[config.mk]
export PLATFORM = sky130hd
export DESIGN_NAME = mcycle_seq
export DESIGN_NICKNAME = d
export VERILOG_FILES = /design/src/rtl/mcycle_pkg.sv /design/src/rtl/mcycle_seq_tstate_ctr.sv /design/src/rtl/mcycle_seq.sv
export SDC_FILE = /design/constraint.sdc
export NUM_CORES = 1
export LEC_CHECK = 0
export BUFFER_PORTS_ARGS = -buffer_cell sky130_fd_sc_hd__buf_2
export CORE_MARGIN = 2
export CORE_UTILIZATION = 52
export CTS_BUF_LIST = sky130_fd_sc_hd__clkbuf_4
export DETAILED_ROUTE_END_ITERATION = 8
export PLACE_DENSITY = 0.83
export SLEW_MARGIN = 30
export SYNTH_ARGS = -nofsm -noshare
export SYNTH_HDL_FRONTEND = slang
export SYNTH_SLANG_ARGS = --single-unit
[constraint.sdc]
create_clock -name clk -period 4.1 [get_ports clk]
set_clock_uncertainty 0.05 [all_clocks]
set_input_delay 0.82 -clock clk [delete_from_list [all_inputs] [get_ports clk]]
set_output_delay 0.82 -clock clk [all_outputs]
set_load 0.02 [all_outputs]
[src/rtl/mcycle_pkg.sv]
// Shared bus-op encodings and default parameter constants for the M-cycle sequencer.
package mcycle_pkg;

    typedef enum logic [1:0] {
        OP_IDLE  = 2'b00,
        OP_FETCH = 2'b01,
        OP_WRITE = 2'b10,
        OP_READ  = 2'b11
    } bus_op_e;

    localparam int DEF_AW       = 16;
    localparam int DEF_DW       = 8;
    localparam int DEF_TSTATES  = 4;
    localparam int DEF_MAX_WAIT = 15;

endpackage

[src/rtl/mcycle_seq_tstate_ctr.sv]
// Free-running T-state counter: counts 0..TSTATES-1 and wraps, freezing while hold is high.
module tstate_ctr
    import mcycle_pkg::*;
#(
    parameter int TSTATES = DEF_TSTATES
) (
    input  logic       clk,
    input  logic       rst_n,
    input  logic       hold,
    output logic [3:0] t_state
);

    localparam logic [3:0] LAST = 4'(TSTATES - 1);

    logic [3:0] t_next;

    always_comb begin
        t_next = t_state;
        if (!hold) begin
            t_next = (t_state == LAST) ? 4'd0 : t_state + 4'd1;
        end
    end

    always_ff @(posedge clk or negedge rst_n) begin
        if (!rst_n) begin
            t_state <= 4'd0;
        end else begin
            t_state <= t_next;
        end
    end

endmodule

[src/rtl/mcycle_seq.sv]
// M-cycle bus sequencer: drives address, strobes and data per T-state.
// Wait-state support (ready input, timeout, bus_err) is built only when MCYCLE_SEQ_WAIT_EN is defined.
module mcycle_seq
    import mcycle_pkg::*;
#(
    parameter int AW       = DEF_AW,
    parameter int DW       = DEF_DW,
    parameter int TSTATES  = DEF_TSTATES,
    parameter int MAX_WAIT = DEF_MAX_WAIT
) (
    input  logic          clk,
    input  logic          rst_n,
    input  logic [1:0]    op,
    input  logic [AW-1:0] addr,
    input  logic [DW-1:0] wdata,
    input  logic [DW-1:0] din,
    input  logic          ready,
    output logic          phi,
    output logic [AW-1:0] a,
    output logic [DW-1:0] dout,
    output logic          rd,
    output logic          wr,
    output logic [DW-1:0] rdata,
    output logic          fetch_vld,
    output logic          read_vld,
    output logic [3:0]    t_state,
    output logic          m_end,
    output logic          bus_err
);

    localparam logic [3:0] S     = 4'(TSTATES - 2);
    localparam logic [3:0] S_PRE = 4'(TSTATES - 3);
    localparam logic [3:0] LAST  = 4'(TSTATES - 1);

    logic          hold;
    logic          in_pre;
    logic          leave_t0;
    logic          enter_s;
    logic          enter_last;
    logic [1:0]    op_l;
    logic [DW-1:0] wdata_l;

    tstate_ctr #(.TSTATES(TSTATES)) u_ctr (
        .clk     (clk),
        .rst_n   (rst_n),
        .hold    (hold),
        .t_state (t_state)
    );

    assign in_pre     = (t_state == S_PRE);
    assign leave_t0   = (t_state == 4'd0);
    assign enter_s    = in_pre && !hold;
    assign enter_last = (t_state == S);
    assign m_end      = (t_state == LAST);

`ifdef MCYCLE_SEQ_WAIT_EN
    logic [7:0] wait_cnt;
    logic       timeout;

    // Once MAX_WAIT waits have been inserted the cycle is forced on as if ready were high.
    assign timeout = (wait_cnt == 8'(MAX_WAIT));
    assign hold    = in_pre && !ready && !timeout;

    always_ff @(posedge clk or negedge rst_n) begin
        if (!rst_n) begin
            wait_cnt <= 8'd0;
            bus_err  <= 1'b0;
        end else begin
            if (leave_t0) begin
                wait_cnt <= 8'd0;
            end else if (hold) begin
                wait_cnt <= wait_cnt + 8'd1;
            end
            if (in_pre && !ready && timeout) begin
                bus_err <= 1'b1;
            end
        end
    end
`else
    logic [7:0] unused_wait;

    assign unused_wait = 8'(MAX_WAIT) ^ {8{ready}};
    assign hold        = 1'b0;
    assign bus_err     = 1'b0;
`endif

    always_ff @(posedge clk or negedge rst_n) begin
        if (!rst_n) begin
            phi       <= 1'b0;
            a         <= '0;
            dout      <= '0;
            rd        <= 1'b0;
            wr        <= 1'b0;
            rdata     <= '0;
            fetch_vld <= 1'b0;
            read_vld  <= 1'b0;
            op_l      <= 2'b00;
            wdata_l   <= '0;
        end else begin
            fetch_vld <= 1'b0;
            read_vld  <= 1'b0;
            if (leave_t0) begin
                a       <= addr;
                op_l    <= op;
                wdata_l <= wdata;
                rd      <= (op == OP_FETCH) || (op == OP_READ);
                wr      <= 1'b0;
                phi     <= 1'b1;
            end
            if (enter_s) begin
                phi <= 1'b0;
                rd  <= 1'b0;
                case (op_l)
                    OP_WRITE: begin
                        wr   <= 1'b1;
                        dout <= wdata_l;
                    end
                    OP_FETCH: begin
                        rdata     <= din;
                        fetch_vld <= 1'b1;
                    end
                    OP_READ: begin
                        rdata    <= din;
                        read_vld <= 1'b1;
                    end
                    default: ;
                endcase
            end
            if (enter_last) begin
                wr   <= 1'b0;
                dout <= '0;
            end
        end
    end

endmodule

# --- Yosys cells after proc, flatten, opt, wreduce, memory -nomap -nowiden ---
# Cells that the tools add are included.
# W data, S select, Z words.
totals:
  register_bits: 51
op_classes:
  n_addsub: 1
  n_eq_ne: 8
  mux: 16
  reduce_logical: 8
ops:
  columns: ["operator", "count"]
  rows:
  - ["$mux W8", 3]
  - ["$mux W1", 12]
  - ["$eq A4 B2 Y1 const B", 2]
  - ["$eq A2 B2 Y1 const B", 3]
  - ["$reduce_bool A2 Y1", 3]
  - ["$add A4 B1 Y4 const B", 1]
  - ["$eq A2 B1 Y1 const B", 2]
  - ["$eq A4 B1 Y1 const B", 1]
  - ["$logic_not A4 Y1", 1]
  - ["$mux W4", 1]
  - ["$reduce_and A2 Y1", 2]
  - ["$reduce_or A2 Y1", 1]
  - ["$logic_or A1 B1 Y1", 1]

# --- Longest topological paths before layout ---
depth:
  ltp_word: 5
  ltp_mapped: 7
  mapped_depth_nobuf: 5

# --- Modules after synthesis ---
# From an unflattened synthesis, not the netlist that was laid out.
unflattened:
  hier_cells: 126
  hier_area_um2: 2038.2
by_module_without_submodules:
  columns: ["mod", "instances", "cells_each", "area_per_inst_um2"]
  rows:
  - ["mcycle_seq", 1, 111, 1846.8]
  - ["tstate_ctr", 1, 15, 191.4]

# --- Worst setup path after synthesis ---
# No wires, ideal clock.
synth_timing:
  path_kind: "register -> output"
  from: "reg u_ctr.t_state[0]"
  to: "out m_end"
  arrival_ns: 0.961
  required_ns: 3.230
  setup_slack_ns: 2.269
  stages_incl_launch_ff: 3
  n_path_buf: 0
  cell_sequence: "dfrtp_1 -> ha_1 -> and2_1"
synth_between:
  elab_chain_cells: 1
synth_rtl:
  columns: ["element", "line", "text"]
  rows:
  - ["start, declared", "mcycle_seq_tstate_ctr.sv:10", "output logic [3:0] t_state"]
  - ["start signal, assigned", "mcycle_seq_tstate_ctr.sv:28", "t_state <= t_next;"]
  - ["$eq A4 B2 Y1", "mcycle_seq.sv:54", "assign m_end = (t_state == LAST);"]
  - ["end, declared", "mcycle_seq.sv:27", "output logic m_end,"]
# Every way passes these cells.

# --- Final worst setup path ---
layout_timing:
  from: "reg u_ctr.t_state[2]"
  to: "out m_end"
# Same word-level chain as after synthesis.

==> results.json <==
{
  "run_status": "completed",
  "diodes": 0,
  "cts_inserted_buffers": 5,
  "syn_avg_cell_area_um2": 14.19,
  "routabilityCongestion": 0.7712,
  "holdCritPathClass": "primary input to async pin",
  "synth_seq_cells": 51,
  "floorplan.io_pins": 80,
  "cap_viol_max_count": 0,
  "critical_path.max_fanout": 12,
  "holdBufCountCts": 0,
  "grt_overflow_total": 0,
  "vdd_ir_drop_max_v": 0.0001824,
  "reg2regPathDepth": 5,
  "placement.io_buffers": 77,
  "yosysTopAreaCell": "sky130_fd_sc_hd__dfrtp_1",
  "crit_required_ns": 3.23,
  "clock_path_buffers": 2,
  "setup_viol": 0,
  "grt_first_pass_wirelength_um": 7072,
  "final-max-slew-violation-count": 0,
  "clock-root-buffer": "sky130_fd_sc_hd__clkbuf_4",
  "reg2reg_to": "a[3]$_DFFE_PN0N_",
  "nFillCells": 327,
  "placement_rows": 23,
  "reg_to_reg_critical_path_startpoint": "u_ctr.t_state[0]$_DFF_PN0_",
  "timing.setup.critical_path_class": "register to output pin",
  "detailedRoute.firstIterationViolations": 99,
  "totalNegativeSetupSlack_ns": 0,
  "mostFrequentLayoutCells": "sky130_fd_sc_hd__buf_2, sky130_fd_sc_hd__dfrtp_1, sky130_fd_sc_hd__mux2_4",
  "cts.htree.levels": 2,
  "gr-usage-all-layers": 0.1823,
  "timing.final.hold_violations": 0,
  "syn-instance-count": 158,
  "vias_in_the_first_global_route": 1503,
  "timing.critical_path.arrival_ns": 1.71,
  "die_w_um": 69.67,
  "drt-total-wl_um": 4406,
  "die-area_mm2": 0.004853,
  "die_y_um": 69.67,
  "grt_antenna_before_repair": 0,
  "cts.repair.resized": 0,
  "final_antenna_net_count": 0,
  "post_cts_setup_buffer_count": 0,
  "floorplan.core_area_mm2": 0.004086,
  "tritoncts_clock_tree": "built",
  "finalCritPeriodShare": 0.6282,
  "syn_area_mm2": 0.002242,
  "route.detailed.drc": 0,
  "start_util": 0.5487,
  "final_period_demand_of_the_worst_path_ns": 2.576,
  "register_to_register_setup_slack_ns": 1.75,
  "p_total_uw": 868.0,
  "nets": 274,
  "yosys-top-cells-area": "sky130_fd_sc_hd__dfrtp_1, sky130_fd_sc_hd__mux2_4, sky130_fd_sc_hd__mux2_1",
  "slew_headroom": 0.5351,
  "power_leakage_nw": 1.342,
  "dp_hpwl_um": 3115,
  "average_wire_per_standard_cell_um": 15.51,
  "cts_sinks": 51,
  "detailroute.via_count": 1478,
  "setup.worst_path.start_class": "register",
  "avgViaCountPerCell": 5.204,
  "iteration_count_of_the_initial_detailed_routing_pass": 4,
  "postSynthNetCount": 199,
  "endpoint_type_of_the_worst_setup_path": "output pin",
  "clk_pin_slew_worst_paths_ns": 0.14,
  "clock_insertion_delay_worst_skew_ns": 0.35,
  "mostFrequentLayoutCell": "sky130_fd_sc_hd__buf_2",
  "drive_above_1_share": 0.4872,
  "grt_max_degree": 52,
  "yosysWarnings": 0,
  "timing.fmax_mhz": 388.3,
  "pwr_density_cell_mw_per_mm2": 324.0,
  "finalCoreUtilization": 0.6555,
  "yosysUniqueCellTypes": 27,
  "yosysTopAreaCellShare": 0.5692,
  "unrepaired_setup_endpoints_after_global_routing": "no",
  "flow.area_growth_from_synthesis_pct": 19.48,
  "seq_total_area_yosys": 0.5692,
  "worst_slew_pin_slew_ns": 0.6966
}
## layout make-up
| type | count | area [um^2] | share of cell area |
|---|---|---|---|
| clock buffer | 6 | 45.04 | 0.01681 |
| clock inverter | 2 | 12.51 | 0.004671 |
| inverter | 11 | 41.29 | 0.01541 |
| multi-input combinational | 86 | 845.8 | 0.3157 |
| sequential | 51 | 1276 | 0.4764 |
| tap | 50 | 62.56 | 0.02335 |
| timing repair buffer | 78 | 395.4 | 0.1476 |
## worst max-delay path, cell delays in order (launching register included)
cell and delay (ns):
sky130_fd_sc_hd__dfrtp_1 0.49, sky130_fd_sc_hd__nor2_2 0.48, sky130_fd_sc_hd__and2_1 0.22, sky130_fd_sc_hd__buf_2 0.16
## worst max path at each step
stage                                           from          endpoint
after floorplan           u_ctr.t_state[0]$_DFF_PN0_             m_end
after global placement    u_ctr.t_state[0]$_DFF_PN0_  a[2]$_DFFE_PN0N_
after detailed placement  u_ctr.t_state[0]$_DFF_PN0_  a[3]$_DFFE_PN0N_
after CTS                 u_ctr.t_state[2]$_DFF_PN0_             m_end
after global routing      u_ctr.t_state[2]$_DFF_PN0_             m_end
final                     u_ctr.t_state[2]$_DFF_PN0_             m_end
## cells in the mapped netlist (all sizes together)
cell and number:
inv 11, o21ai 3, or2 1, nor3b 1, a21oi 3, nor2 3, nand4b 8, mux2 34
xnor2 1, buf 10, nor2b 3, conb 1, o311ai 8, and2 2, dfrtp 51, nand3 2
and3 1, nand2 10, ha 4, and3b 1
## per-stage QoR
step | hold WS, ns | area [um^2] | cells | worst slack (ns)
2_1_floorplan | 0.3804 | 2242 | 158 | 2.269
3_3_place_gp | 0.4129 | 2619 | 276 | 1.821
3_5_place_dp | 0.4194 | 2621 | 276 | 1.762
4_1_cts | 0.4317 | 2679 | 284 | 1.550
5_1_grt | 0.4525 | 2679 | 284 | 1.422
6_report | 0.4164 | 2679 | 284 | 1.524
## flip-flops by register name (all words and copies together) (netlist names)
name	cells
a	16
dout	8
rdata	8
wdata_l	8
u_ctr.t_state	4
op_l	2
fetch_vld	1
phi	1
rd	1
read_vld	1
wr	1
## cells by family (layout without fill, tap and decap cells)
| logic type | after synthesis | count (layout) | synth area share |
|---|---|---|---|
| flip-flops | 51 | 51 | 0.5692 |
| multiplexers | 34 | 34 | 0.2143 |
| AND/OR/NAND/NOR | 32 | 32 | 0.08762 |
| buffers and inverters | 21 | 97 | 0.05636 |
| AO/OA/AOI/OAI | 14 | 14 | 0.04464 |
| adder cells (fa/ha/maj) | 4 | 4 | 0.02232 |
| other | 1 | 1 | 0.001673 |
| XOR/XNOR | 1 | 1 | 0.003907 |
## power breakdown
part	internal [mW]	leakage [nW]	switching [mW]
registers	0.525	0.624	0.0116
clock network	0.0732	0.0317	0.151
logic	0.0523	0.686	0.0548
total	0.650	1.34	0.218
## metal layers
layer / GRT usage / vias to the layer above / part of all wire
met4: 0.05128 / 0 / 0.0089
met5: 0 / - / 0
met1: 0.2416 / 722 / 0.45
met3: 0.04215 / 5 / 0.059
met2: 0.3024 / 57 / 0.48
li1: - / 694 / -
Note: power is estimated with default switching activity, not from simulation.
